==> config.mk <==
export PLATFORM = sky130hd
export DESIGN_NAME = collision_scheduler
export DESIGN_NICKNAME = d
export VERILOG_FILES = /design/src/rtl/collision_scheduler.sv
export SDC_FILE = /design/constraint.sdc
export NUM_CORES = 1
export LEC_CHECK = 0
export BUFFER_PORTS_ARGS = -buffer_cell sky130_fd_sc_hd__clkbuf_2
export CAP_MARGIN = 30
export CORE_MARGIN = 2
export CORE_UTILIZATION = 40
export CTS_BUF_LIST = sky130_fd_sc_hd__clkbuf_16
export DETAILED_ROUTE_END_ITERATION = 10
export MAX_ROUTING_LAYER = met4
export PLACE_DENSITY = 0.6
export SLEW_MARGIN = 20
export SYNTH_ARGS = -nofsm -noshare
export SYNTH_HDL_FRONTEND = slang
export SYNTH_SLANG_ARGS = --single-unit
==> constraint.sdc <==
create_clock -name clk -period 11.25 [get_ports clk]
set_input_delay 3.375 -clock clk [delete_from_list [all_inputs] [get_ports clk]]
set_output_delay 3.375 -clock clk [all_outputs]
set_load 0.01 [all_outputs]
==> src/rtl/collision_scheduler.sv <==
// Once-per-frame puck/paddle contact and puck/rail test, sharing a single 10x10 squarer
// across both paddles in a fixed eight-state sequence.
module collision_scheduler #(
    parameter int unsigned HIT_R2 = 625,
    parameter int unsigned PUCK_R = 10,
    parameter int unsigned X_MIN  = 224,
    parameter int unsigned X_MAX  = 704,
    parameter int unsigned Y_MIN  = 101,
    parameter int unsigned Y_MAX  = 441
) (
    input  logic       clk,
    input  logic       clr,
    input  logic       frame_tick,
    input  logic [9:0] puck_x,
    input  logic [9:0] puck_y,
    input  logic [9:0] dot_x_1,
    input  logic [9:0] dot_y_1,
    input  logic [9:0] dot_x_2,
    input  logic [9:0] dot_y_2,
    output logic       busy,
    output logic       done,
    output logic       hit_1,
    output logic       hit_2,
    output logic       wall_l,
    output logic       wall_r,
    output logic       wall_t,
    output logic       wall_b,
    output logic       overrun
);

    typedef enum logic [2:0] {
        IDLE,
        P1X,
        P1Y,
        P1C,
        P2X,
        P2Y,
        P2C,
        DONE
    } state_t;

    state_t state_q, state_d;
    logic   start;

    logic [9:0]  snap_px, snap_py, snap_x1, snap_y1, snap_x2, snap_y2;
    logic        sh_wl, sh_wr, sh_wt, sh_wb;
    logic        h1, h2;
    logic [20:0] acc;

    logic [9:0]  op_a, op_b, mag;
    logic [19:0] sq;
    logic        acc_lt;

    always_ff @(posedge clk or posedge clr) begin
        if (clr) state_q <= IDLE;
        else     state_q <= state_d;
    end

    always_comb begin
        state_d = state_q;
        start   = 1'b0;
        case (state_q)
            IDLE: begin
                if (frame_tick) begin
                    start   = 1'b1;
                    state_d = P1X;
                end
            end
            P1X:     state_d = P1Y;
            P1Y:     state_d = P1C;
            P1C:     state_d = P2X;
            P2X:     state_d = P2Y;
            P2Y:     state_d = P2C;
            P2C:     state_d = DONE;
            DONE:    state_d = IDLE;
            default: state_d = IDLE;
        endcase
    end

    // Operand mux: the squarer only sees real operands in the P*X / P*Y states.
    always_comb begin
        op_a = '0;
        op_b = '0;
        case (state_q)
            P1X: begin op_a = snap_px; op_b = snap_x1; end
            P1Y: begin op_a = snap_py; op_b = snap_y1; end
            P2X: begin op_a = snap_px; op_b = snap_x2; end
            P2Y: begin op_a = snap_py; op_b = snap_y2; end
            default: begin op_a = '0; op_b = '0; end
        endcase
    end

    assign mag    = (op_a >= op_b) ? (op_a - op_b) : (op_b - op_a);
    assign sq     = 20'(mag) * 20'(mag);
    assign acc_lt = (acc < 21'(HIT_R2));

    always_ff @(posedge clk or posedge clr) begin
        if (clr) begin
            snap_px <= '0;
            snap_py <= '0;
            snap_x1 <= '0;
            snap_y1 <= '0;
            snap_x2 <= '0;
            snap_y2 <= '0;
            sh_wl   <= 1'b0;
            sh_wr   <= 1'b0;
            sh_wt   <= 1'b0;
            sh_wb   <= 1'b0;
        end else if (start) begin
            snap_px <= puck_x;
            snap_py <= puck_y;
            snap_x1 <= dot_x_1;
            snap_y1 <= dot_y_1;
            snap_x2 <= dot_x_2;
            snap_y2 <= dot_y_2;
            sh_wl   <= (11'(puck_x) <= 11'(X_MIN + PUCK_R));
            sh_wr   <= (11'(puck_x) + 11'(PUCK_R) >= 11'(X_MAX));
            sh_wt   <= (11'(puck_y) <= 11'(Y_MIN + PUCK_R));
            sh_wb   <= (11'(puck_y) + 11'(PUCK_R) >= 11'(Y_MAX));
        end
    end

    always_ff @(posedge clk or posedge clr) begin
        if (clr) begin
            acc <= '0;
            h1  <= 1'b0;
            h2  <= 1'b0;
        end else begin
            case (state_q)
                P1X, P2X: acc <= 21'(sq);
                P1Y, P2Y: acc <= acc + 21'(sq);
                P1C:      h1  <= acc_lt;
                P2C:      h2  <= acc_lt;
                default:  acc <= acc;
            endcase
        end
    end

    always_ff @(posedge clk or posedge clr) begin
        if (clr) begin
            hit_1  <= 1'b0;
            hit_2  <= 1'b0;
            wall_l <= 1'b0;
            wall_r <= 1'b0;
            wall_t <= 1'b0;
            wall_b <= 1'b0;
            done   <= 1'b0;
        end else begin
            done <= (state_q == DONE);
            if (state_q == DONE) begin
                hit_1  <= h1;
                hit_2  <= h2;
                wall_l <= sh_wl;
                wall_r <= sh_wr;
                wall_t <= sh_wt;
                wall_b <= sh_wb;
            end
        end
    end

    // busy falls with done; a tick taken on that same edge keeps it high.
    always_ff @(posedge clk or posedge clr) begin
        if (clr) begin
            busy    <= 1'b0;
            overrun <= 1'b0;
        end else begin
            if (start)     busy <= 1'b1;
            else if (done) busy <= 1'b0;
            if (frame_tick && (state_q != IDLE)) overrun <= 1'b1;
        end
    end

endmodule

==> out/metrics.csv <==
stage,metric,value,unit
run_status,status,"complete, no violations",
setup_path,r2r_slack,0.75,ns
sta,finalSetupTns,0,ns
global_route,grt_usage,19.7,%
logic_synthesis,synth_most_common_cell,nand2_1,
clocking,htree_levels,3,
logic_synthesis,synthFlopType,dfrtp_1,
clocking,clk_pin_slew_worst_paths,0.08,ns
placement,port_buffers,71,
route,routed_via_density,5.14,
placement,place_hpwl,17.3,mm
logic_synthesis,ys_ff_latch,99,
sta,finalCritPeriodShare,93.4,%
die,dieWidth,154,microns
setup_path,criticalPathCategory,flip-flop to flip-flop,
layout,area_growth,11.9,%
job,maxCapViolations,0,
layout,final_layout_size_suffix_gt1_share,14.4,%
clocking,cts_buffers,9,
sta,skew,0.0144,ns
setup_path,crit_path_top_delay_cell,dfrtp_2,
min_path,min_from,done$_DFF_PP0_,
global_route,grt_max_degree,74,
min_path,hold_class,flip-flop to flip-flop,
clocking,cts_sinks,99,
route,drt_first_iter_violations,440,
die,die_y,154,microns
sta,layout_setup_ws,0.748,ns
die,fp.coreArea,22000,sq um
route,post_drt_wl_per_cell,15.6,microns
global_route,grt_pass1_vias,7328,
sta,report.final.slew_viol_count,0,
layout,fin_cells,1406,
sta,tightest_slew,0.709,ns
setup_path,critPathMaxFanout,23,
sta,finalHoldViolations,0,
sta,min_period,10.50,ns
logic_synthesis,synthDistinctLibCells,66,
route,drcViolationCount,0,
setup_path,crit_arrival,10.80,ns
logic_synthesis,ys_top_cells_by_count,"nand2_1 (228), inv_1 (114), dfrtp_1 (99)",
clocking,clk_latency,0.36,ns
clocking,hold_buffers,0,
logic_synthesis,synth_nets,1266,
setup_path,start_kind,flip-flop,
logic_synthesis,synth.area.top_cells,"dfrtp_1 (28%), ha_1 (13%), fa_1 (11%)",
global_route,grt_pass1_wl,36.7,mm
setup_path,r2r.worst_path.cells,39,
logic_synthesis,synth_warnings,0,
setup_path,worst_path_largest_cell_delay,0.56,ns
logic_synthesis,synthArstFlopShare,100,%
clocking,clockRootBuffer,clkbuf_16,
clocking,cts_resized,0,
sta,rsz0062_at_grt,false,
placement,gp_congestion,0.926,
min_path,min_path_cells,1,
route,vias,7233,
route,dr.pass1.iters,5,
layout,n_antenna_cell,0,
setup_path,worst_setup_path_end_kind,flip-flop,
clocking,tritoncts,done,
logic_synthesis,avgSynthCellArea,8.49,sq um
logic_synthesis,synth_area,9000,sq um
route,drt-total-wl,21.9,mm
setup_path,path_common_cell,fa_1,
setup_path,reg2reg_to,acc[18]$_DFFE_PP0P_,
global_route,antenna_found_initial,0,
layout,fin_util,45.9,%
sta,slew_headroom,52.7,%
min_path,hold_end,busy$_DFFE_PP0P_,
placement,dp_slack,0.386,ns
die,ios,72,
placement,dpl.cell_count,1389,
logic_synthesis,syn_inst,1060,
setup_path,critPathRequiredTime,11.55,ns
sta,final-setup-viol-count,0,
sta,clock.fmax,95.2,MHz
logic_synthesis,yosysTopAreaCellShare,27.5,%
clocking,postCtsSetupBuffers,0,
clocking,cts.path.max_buffers,2,
die,start_util,41.0,%
setup_path,r2r-start,state_q[2]$_DFFE_PP0P_,
route,ant_nets,0,
global_route,grt_overflow,0,
logic_synthesis,synth_top_cell_by_area,dfrtp_1,
die,die_area,23700,sq um
logic_synthesis,yosysSeqAreaShare,27.5,%
logic_synthesis,synth-edff-count,0,
die,fp-row-count,54,
layout,num-nets-final,1327,
## registers in the layout, indices dropped and copies added, names as in the netlist, 3 cells and up
register and count:
acc 21, snap_px 10, snap_py 10, snap_x1 10
snap_x2 10, snap_y1 10, snap_y2 10, state_q 3
## worst max-delay path by stage
| stage | startpoint | end | slack (ns) |
|---|---|---|---|
| detailed placement | state_q[2]$_DFFE_PP0P_ | acc[19]$_DFFE_PP0P_ | 0.39 |
| global placement | state_q[2]$_DFFE_PP0P_ | acc[18]$_DFFE_PP0P_ | 0.46 |
| CTS | state_q[2]$_DFFE_PP0P_ | acc[18]$_DFFE_PP0P_ | 0.26 |
| finish | state_q[2]$_DFFE_PP0P_ | acc[18]$_DFFE_PP0P_ | 0.75 |
| floorplan | state_q[0]$_DFFE_PP0P_ | acc[19]$_DFFE_PP0P_ | 1.18 |
| global route | state_q[2]$_DFFE_PP0P_ | acc[18]$_DFFE_PP0P_ | 0.04 |
## critical path, delay by kind of cell (launching register included)
family / cells / cell delay [ns]
AOI/OAI and AO/OA: 15 / 3.45
xor gates and xnor gates: 2 / 0.52
adders and majority gates: 8 / 3.60
buffers and inverters: 6 / 0.72
DFF: 1 / 0.56
and+or+nand+nor: 8 / 1.57
## per-stage QoR
step / instance area (sq um) / hold slack, ns
floorplan: 9000 / 0.435
global placement: 9670 / 0.455
detailed placement: 9690 / 0.458
CTS: 10000 / 0.470
global route: 10100 / 0.493
finish: 10100 / 0.461
## final cells by class
| class | count | area [sq um] |
|---|---|---|
| timing repair buffer | 88 | 523 |
| clock buffer | 9 | 225 |
| inverter | 115 | 434 |
| clock inverter | 7 | 91.3 |
| sequential | 99 | 2480 |
| fill | 2130 | 11900 |
| multi-input combinational | 808 | 5970 |
| tap | 280 | 350 |
## layer usage
layer,part of all wire (%),global-route usage [%],wire [microns]
met2,49,33.2,10700
met4,1.3,3.78,274
met1,47,25.7,10400
met3,2.5,2.62,540
met5,0,-,0
## placed cells by master (no fill, tap or decap), drive strengths merged, types with 6 or more instances in the layout
| cell | n |
|---|---|
| fa | 50 |
| a21oi | 57 |
| mux2 | 22 |
| a31oi | 6 |
| nor2 | 67 |
| inv | 118 |
| nor2b | 9 |
| nand2 | 228 |
| a22oi | 22 |
| o21bai | 10 |
| ha | 93 |
| xnor2 | 32 |
| xor2 | 16 |
| or2 | 12 |
| nand3 | 16 |
| o21ai | 41 |
| clkbuf | 80 |
| a21o | 14 |
| o21a | 13 |
| nor3 | 12 |
| nand2b | 9 |
| dfrtp | 99 |
| buf | 17 |
## cells by family (layout without fill, tap and decap cells)
kind of cell,Yosys count,in the layout,share of synthesized area (%)
AOI/OAI and AO/OA,209,209,15.5
DFF,99,99,27.5
xor gates and xnor gates,48,48,4.67
buffers and inverters,153,219,6.56
adders and majority gates,143,143,24.1
muxes,26,26,3.20
and+or+nand+nor,382,382,18.4
Power is not shown: default switching activity piles up to over one toggle a cycle in this logic, so the estimate is an artifact.
